`config.mk`:
```
export PLATFORM = sky130hd
export DESIGN_NAME = spi_arbiter
export DESIGN_NICKNAME = d
export VERILOG_FILES = /design/src/rtl/spi_arb_pkg.sv /design/src/rtl/rr_pick.sv /design/src/rtl/spi_arbiter.sv
export SDC_FILE = /design/constraint.sdc
export NUM_CORES = 1
export LEC_CHECK = 0
export CORE_MARGIN = 2
export CORE_UTILIZATION = 43
export DETAILED_ROUTE_END_ITERATION = 12
export PLACE_DENSITY_LB_ADDON = 0.08
export SLEW_MARGIN = 40
export SYNTH_ARGS = -nofsm -noshare
export SYNTH_HDL_FRONTEND = slang
export SYNTH_HIERARCHICAL = 1
export SYNTH_SLANG_ARGS = --single-unit
```
`constraint.sdc`:
```
create_clock -name clk -period 2.7 [get_ports clk]
set_clock_uncertainty 0.15 [all_clocks]
set_input_delay 0.54 -clock clk [delete_from_list [all_inputs] [get_ports clk]]
set_output_delay 0.54 -clock clk [all_outputs]
set_load 0.05 [all_outputs]
```
`src/rtl/spi_arb_pkg.sv`:
```
// Shared constants for the SPI write-channel arbiter: state encoding,
// channel numbering and default sizing.
package spi_arb_pkg;

    // Arbiter states
    localparam logic [2:0] IDLE      = 3'd0;
    localparam logic [2:0] ISSUE     = 3'd1;
    localparam logic [2:0] WAIT_BUSY = 3'd2;
    localparam logic [2:0] WAIT_DONE = 3'd3;
    localparam logic [2:0] GAP       = 3'd4;

    // SPI channel numbering
    localparam logic CH_ADF4002 = 1'b0;
    localparam logic CH_LMX2594 = 1'b1;

    // Default sizing
    localparam int unsigned DEF_NUM_REQ = 3;
    localparam int unsigned DEF_DATA_W  = 24;
    localparam int unsigned DEF_TIMEOUT = 1024;
    localparam int unsigned DEF_GAP_CYC = 4;

    // Width of a requester index; a single requester still needs one bit.
    function automatic int unsigned idx_width(input int unsigned n);
        return (n > 1) ? $clog2(n) : 1;
    endfunction

endpackage

```
`src/rtl/rr_pick.sv`:
```
// Combinational requester selector: round-robin from a pointer, or fixed
// priority where the lowest index wins.
module rr_pick
    import spi_arb_pkg::*;
#(
    parameter int unsigned NUM_REQ = DEF_NUM_REQ,
    parameter int unsigned IDX_W   = idx_width(NUM_REQ)
) (
    input  logic [NUM_REQ-1:0] req,
    input  logic [IDX_W-1:0]   ptr,
    input  logic               mode,
    output logic               valid,
    output logic [IDX_W-1:0]   index
);

    int unsigned pos;

    // Walk candidates from the least preferred to the most preferred so the
    // last hit (the preferred one) is what remains in index.
    always_comb begin
        valid = |req;
        index = '0;
        pos   = 0;
        for (int i = NUM_REQ - 1; i >= 0; i--) begin
            if (mode) begin
                pos = 32'(i);
            end else begin
                pos = 32'(ptr) + 32'(i);
                if (pos >= NUM_REQ) begin
                    pos = pos - NUM_REQ;
                end
            end
            if (req[pos]) begin
                index = IDX_W'(pos);
            end
        end
    end

endmodule

```
`src/rtl/spi_arbiter.sv`:
```
// Shares the two SPI write channels (ch0 ADF4002, ch1 LMX2594) between
// several requesters. One 24-bit write per grant, one transaction in flight,
// with a timeout on the master handshake and a forced CS-high gap after it.
module spi_arbiter
    import spi_arb_pkg::*;
#(
    parameter int unsigned NUM_REQ = DEF_NUM_REQ,
    parameter int unsigned DATA_W  = DEF_DATA_W,
    parameter int unsigned TIMEOUT = DEF_TIMEOUT,
    parameter int unsigned GAP_CYC = DEF_GAP_CYC
) (
    input  logic                      clk,
    input  logic                      rst,
    input  logic                      prio_mode,
    input  logic [NUM_REQ-1:0]        req,
    input  logic [NUM_REQ-1:0]        req_ch,
    input  logic [NUM_REQ*DATA_W-1:0] req_data,
    output logic [NUM_REQ-1:0]        ack,
    output logic [NUM_REQ-1:0]        done,
    output logic [NUM_REQ-1:0]        err,
    output logic                      busy,
    input  logic [1:0]                spi_ready,
    output logic [1:0]                spi_start,
    output logic                      spi_dir,
    output logic [DATA_W-1:0]         spi_data_tx,
    output logic [7:0]                spi_data_depth
);

    localparam int unsigned IDX_W = idx_width(NUM_REQ);
    localparam int unsigned TMO_W = $clog2(TIMEOUT + 1);
    localparam int unsigned GAP_W = $clog2(GAP_CYC + 1);

    logic [2:0]         state_q, state_d;
    logic [IDX_W-1:0]   grant_q, grant_d;
    logic               ch_q, ch_d;
    logic [DATA_W-1:0]  tx_q, tx_d;
    logic [IDX_W-1:0]   rr_ptr_q, rr_ptr_d;
    logic [TMO_W-1:0]   tmo_cnt_q, tmo_cnt_d;
    logic [GAP_W-1:0]   gap_cnt_q, gap_cnt_d;
    logic [NUM_REQ-1:0] ack_q, ack_d;
    logic [NUM_REQ-1:0] done_q, done_d;
    logic [NUM_REQ-1:0] err_q, err_d;
    logic [1:0]         start_q, start_d;

    logic               pick_valid;
    logic [IDX_W-1:0]   pick_idx;
    logic               ch_ready;
    logic               tmo_hit;

    rr_pick #(
        .NUM_REQ (NUM_REQ),
        .IDX_W   (IDX_W)
    ) u_pick (
        .req   (req),
        .ptr   (rr_ptr_q),
        .mode  (prio_mode),
        .valid (pick_valid),
        .index (pick_idx)
    );

    assign ch_ready = spi_ready[ch_q];
    assign tmo_hit  = (tmo_cnt_q == TMO_W'(TIMEOUT - 1));

    // Next-state logic for the grant / handshake / gap sequence
    always_comb begin
        state_d   = state_q;
        grant_d   = grant_q;
        ch_d      = ch_q;
        tx_d      = tx_q;
        rr_ptr_d  = rr_ptr_q;
        tmo_cnt_d = tmo_cnt_q;
        gap_cnt_d = gap_cnt_q;
        ack_d     = '0;
        done_d    = '0;
        err_d     = '0;
        start_d   = '0;

        unique case (state_q)
            IDLE: begin
                if (pick_valid) begin
                    grant_d         = pick_idx;
                    ch_d            = req_ch[pick_idx];
                    tx_d            = req_data[pick_idx*DATA_W +: DATA_W];
                    ack_d[pick_idx] = 1'b1;
                    if (!prio_mode) begin
                        rr_ptr_d = (pick_idx == IDX_W'(NUM_REQ - 1)) ? '0
                                                                      : pick_idx + IDX_W'(1);
                    end
                    state_d = ISSUE;
                end
            end
            // Not timed: a master that never becomes ready stalls here.
            ISSUE: begin
                if (ch_ready) begin
                    start_d   = {ch_q == CH_LMX2594, ch_q == CH_ADF4002};
                    tmo_cnt_d = '0;
                    state_d   = WAIT_BUSY;
                end
            end
            WAIT_BUSY: begin
                if (!ch_ready) begin
                    tmo_cnt_d = tmo_cnt_q + TMO_W'(1);
                    state_d   = WAIT_DONE;
                end else if (tmo_hit) begin
                    err_d[grant_q] = 1'b1;
                    gap_cnt_d      = '0;
                    state_d        = GAP;
                end else begin
                    tmo_cnt_d = tmo_cnt_q + TMO_W'(1);
                end
            end
            WAIT_DONE: begin
                if (ch_ready) begin
                    done_d[grant_q] = 1'b1;
                    gap_cnt_d       = '0;
                    state_d         = GAP;
                end else if (tmo_hit) begin
                    err_d[grant_q] = 1'b1;
                    gap_cnt_d      = '0;
                    state_d        = GAP;
                end else begin
                    tmo_cnt_d = tmo_cnt_q + TMO_W'(1);
                end
            end
            GAP: begin
                if (gap_cnt_q == GAP_W'(GAP_CYC - 1)) begin
                    state_d = IDLE;
                end else begin
                    gap_cnt_d = gap_cnt_q + GAP_W'(1);
                end
            end
            default: state_d = IDLE;
        endcase
    end

    // State registers; reset drops any in-flight transaction silently
    always_ff @(posedge clk) begin
        if (rst) begin
            state_q   <= IDLE;
            grant_q   <= '0;
            ch_q      <= 1'b0;
            tx_q      <= '0;
            rr_ptr_q  <= '0;
            tmo_cnt_q <= '0;
            gap_cnt_q <= '0;
            ack_q     <= '0;
            done_q    <= '0;
            err_q     <= '0;
            start_q   <= '0;
        end else begin
            state_q   <= state_d;
            grant_q   <= grant_d;
            ch_q      <= ch_d;
            tx_q      <= tx_d;
            rr_ptr_q  <= rr_ptr_d;
            tmo_cnt_q <= tmo_cnt_d;
            gap_cnt_q <= gap_cnt_d;
            ack_q     <= ack_d;
            done_q    <= done_d;
            err_q     <= err_d;
            start_q   <= start_d;
        end
    end

    assign ack            = ack_q;
    assign done           = done_q;
    assign err            = err_q;
    assign spi_start      = start_q;
    assign busy           = (state_q != IDLE);
    assign spi_dir        = 1'b0;
    assign spi_data_tx    = tx_q;
    assign spi_data_depth = 8'(DATA_W);

endmodule

```
==> flow_metrics.env <==
export IMPL_syn_avg_cell_area_sq_um=8.23
export IMPL_cp_required_ps=2730
export IMPL_min_period_ps=2630
export IMPL_powerDensity_nw_per_um2=673
export IMPL_die_x_um=88.4
export IMPL_maxSlewHeadroom_pct=57.1
export IMPL_hp_class="reg2reg"
export IMPL_p_switching_uw=1190
export IMPL_place_area_sq_um=4410
export IMPL_start_kind="register"
export IMPL_ys_seq_area_share_pct=37.3
export IMPL_status="finished, final reports clean"
export IMPL_grt_max_degree=34
export IMPL_die_h_um=88.4
export IMPL_cts_buffers=9
export IMPL_async_reset_ff_share_pct=0
export IMPL_nets=583
export IMPL_cts_htree_levels=3
export IMPL_postSynth_topFlopCell="dfxtp_1"
export IMPL_rr_worst_depth=11
export IMPL_firstDrtPassIters=4
export IMPL_path_max_fanout=14
export IMPL_ir_drop_v=0.000288
export IMPL_routabilityCongestion=0.857
export IMPL_finalHoldViolations=0
export IMPL_ant_nets=0
export IMPL_seqPwrFrac_pct=32.1
export IMPL_dpl_hpwl_um=6490
export IMPL_regArea_sq_um=1140
export IMPL_pre_cts_slack_ps=-245
export IMPL_grt_pass1_vias=2888
export IMPL_layout_drive_gt1_share_pct=11.6
export IMPL_route_detailed_drc=0
export IMPL_clock_latency_ps=320
export IMPL_synth_seq_cells=57
export IMPL_synth_area_sq_um=3060
export IMPL_antenna_found_initial=0
export IMPL_setup_ws_ps=69.8
export IMPL_drtIter0Drc=63
export IMPL_grt_pass1_wl_um=13200
export IMPL_maxCapViolCount=0
export IMPL_routedWlPerCell_um=14.2
export IMPL_fillers=587
export IMPL_worst_pin_slew_ps=644
export IMPL_finalCritPeriodShare_pct=97.4
export IMPL_clock_path_buffers=2
export IMPL_holdWs_ps=332
export IMPL_r2r_start="rr_ptr_q[1]$_SDFFE_PP0P_"
export IMPL_grt_use_total_pct=21.4
export IMPL_min_path_cells=1
export IMPL_final_max_slew_viol_count=0
export IMPL_worstHoldStart="gap_cnt_q[2]$_SDFFE_PP0P_"
export IMPL_num_rows=30
export IMPL_vias=3105
export IMPL_cts_root_buf="clkbuf_8"
export IMPL_pin_count=128
export IMPL_ctsHoldBuffers=0
export IMPL_synth_top_area_cell="dfxtp_1"
export IMPL_synth_edf_count=0
export IMPL_leakagePower_uw=0.00178
export IMPL_path_class="reg2reg"
export IMPL_clk_pin_slew_worst_paths_ps=70
export IMPL_synth_top_area_share_pct=37.3
export IMPL_cts_sinks=57
export IMPL_cp_arrival_ps=2660
export IMPL_clkPwrFrac_pct=27.5
export IMPL_setup_violations=0
export IMPL_multiInputGateArea_sq_um=1780
export IMPL_finalWirelength_um=8450
export IMPL_swShare_pct=37.5
export IMPL_place_port_buffers=118
export IMPL_overflow=0
export IMPL_comb_power_share_pct=40.4
export IMPL_core_sq_um=6830
export IMPL_cts_tree="done"
export IMPL_yosysWarnings=6
export IMPL_synthTopCellsByArea="dfxtp_1 37%, mux2i_1 8.5%, nor2_1 8.0%"
export IMPL_power_internal_uw=1980
export IMPL_avgViaCountPerCell=5.21
export IMPL_num_antenna_cells=0
export IMPL_end_kind="register"
export IMPL_dieArea_sq_um=7810
export IMPL_fin_util_pct=68.8
export IMPL_final_area_sq_um=4700
export IMPL_initial_core_util_pct=44.8
export IMPL_synth_cell_type_count=55
export IMPL_areaGrowthSynthToFinish_pct=53.4
export IMPL_fmaxAchievable_mhz=380
export IMPL_synthCells=372
export IMPL_setup_worst_path_start="rr_ptr_q[1]$_SDFFE_PP0P_"
==> flip-flops by register name, indices dropped and copies added, names as in the netlist <==
| signal | flops |
|---|---|
| ch_q | 1 |
| spi_data_tx | 24 |
| tmo_cnt_q | 11 |
| rr_ptr_q | 2 |
| gap_cnt_q | 3 |
| state_q | 3 |
| done | 3 |
| spi_start | 2 |
| grant_q | 2 |
| err | 3 |
| ack | 3 |
==> routing by layer <==
metal | up-vias | wire length, um | global-route usage, %
li1 | 1559 | - | -
met3 | 6 | 601 | 6.90
met5 | - | 0 | 0
met1 | 1445 | 3390 | 24.4
met2 | 95 | 4380 | 37.9
met4 | 0 | 76 | 7.02
==> synth_stat cells, types with 2 or more instances <==
library cell / instances
nor3_1: 30
nand3b_1: 3
o21ai_0: 7
and2_1: 2
nand3_1: 3
nor3b_1: 3
nand2_1: 23
a22o_1: 2
conb_1: 2
a311oi_1: 3
ha_1: 5
nand4_1: 2
nor2_1: 65
dfxtp_1: 57
o21ai_1: 2
buf_2: 8
and3_1: 2
clkbuf_1: 16
mux2_2: 2
nand2b_1: 5
nor2b_1: 4
buf_4: 9
o31ai_1: 2
or4b_1: 2
or3_1: 3
inv_1: 10
a31oi_1: 5
a211oi_1: 27
a21oi_1: 14
nor4_1: 4
mux2i_1: 26
==> critical path, stage by stage (launching register included) <==
cell      delay [ps]
dfxtp_1          330
inv_1             80
ha_1             290
inv_1            120
or4b_1           540
o31ai_4          100
buf_12           160
buf_12           140
nor2b_2           60
buf_4            170
a211oi_1         270
nor3_1            80
==> cells by family after synthesis <==
group | Yosys count | synth area share, %
flops | 57 | 37.3
fa+ha+maj | 6 | 2.49
buf+inv | 44 | 6.82
simple gates | 161 | 25.9
mux | 29 | 9.68
other cells | 2 | 0.245
compound gates | 73 | 17.6
==> path summary, 6_finish.rpt <==
check,to,slack [ps]
max,spi_data_tx[15]$_SDFFE_PP0P_,70
min,gap_cnt_q[2]$_SDFFE_PP0P_,330
max reg2reg,spi_data_tx[15]$_SDFFE_PP0P_,70
min reg2reg,gap_cnt_q[2]$_SDFFE_PP0P_,330
==> cell usage in the layout, fill, tap and decap left out, types with 4 or more instances in the layout <==
| master | netlist | layout |
|---|---|---|
| a211oi_1 | 27 | 27 |
| a21oi_1 | 14 | 13 |
| a31oi_1 | 5 | 5 |
| buf_12 | 0 | 4 |
| buf_4 | 9 | 15 |
| clkbuf_8 | 0 | 9 |
| clkdlybuf4s50_1 | 0 | 117 |
| conb_1 | 2 | 9 |
| dfxtp_1 | 57 | 57 |
| ha_1 | 5 | 4 |
| inv_1 | 10 | 10 |
| mux2i_1 | 26 | 26 |
| nand2_1 | 23 | 23 |
| nand2b_1 | 5 | 5 |
| nor2_1 | 65 | 65 |
| nor3_1 | 30 | 30 |
| nor4_1 | 4 | 4 |
| o21ai_0 | 7 | 7 |
==> through the flow <==
stage                     setup TNS [ps]  total power, uW  instances
after floorplan                        0             1830        379
final                                  0             3160        596
after global routing               -11.6             3330        596
after CTS                              0             3160        594
after global placement             -5380             2260        578
after detailed placement           -5120             2280        578
==> area by class of cell <==
| type | instances | share of cell area, % |
|---|---|---|
| clock buffers | 9 | 2.64 |
| clock inverters | 7 | 2.02 |
| inverters | 11 | 0.879 |
| multi-input cells | 278 | 37.9 |
| flip-flops and latches | 57 | 24.3 |
| well taps | 96 | 2.56 |
| repair buffers | 138 | 29.7 |
==> power groups by stage <==
stage               clock [uW]  combinational (uW)  sequential [uW]
global route               932                1370             1030
finish                     870                1280             1010
floorplan                    0                 533             1300
CTS                        890                1250             1010
global placement             0                1230             1030
detailed placement           0                1250             1030
==> timing repair <==
action	in CTS	in global routing
pin swaps	0	2
setup endpoints to repair	1	6
buffers inserted	0	1
cloned	0	1
gates resized for setup	1	4
No activity file was read; power rests on OpenSTA's default activity.
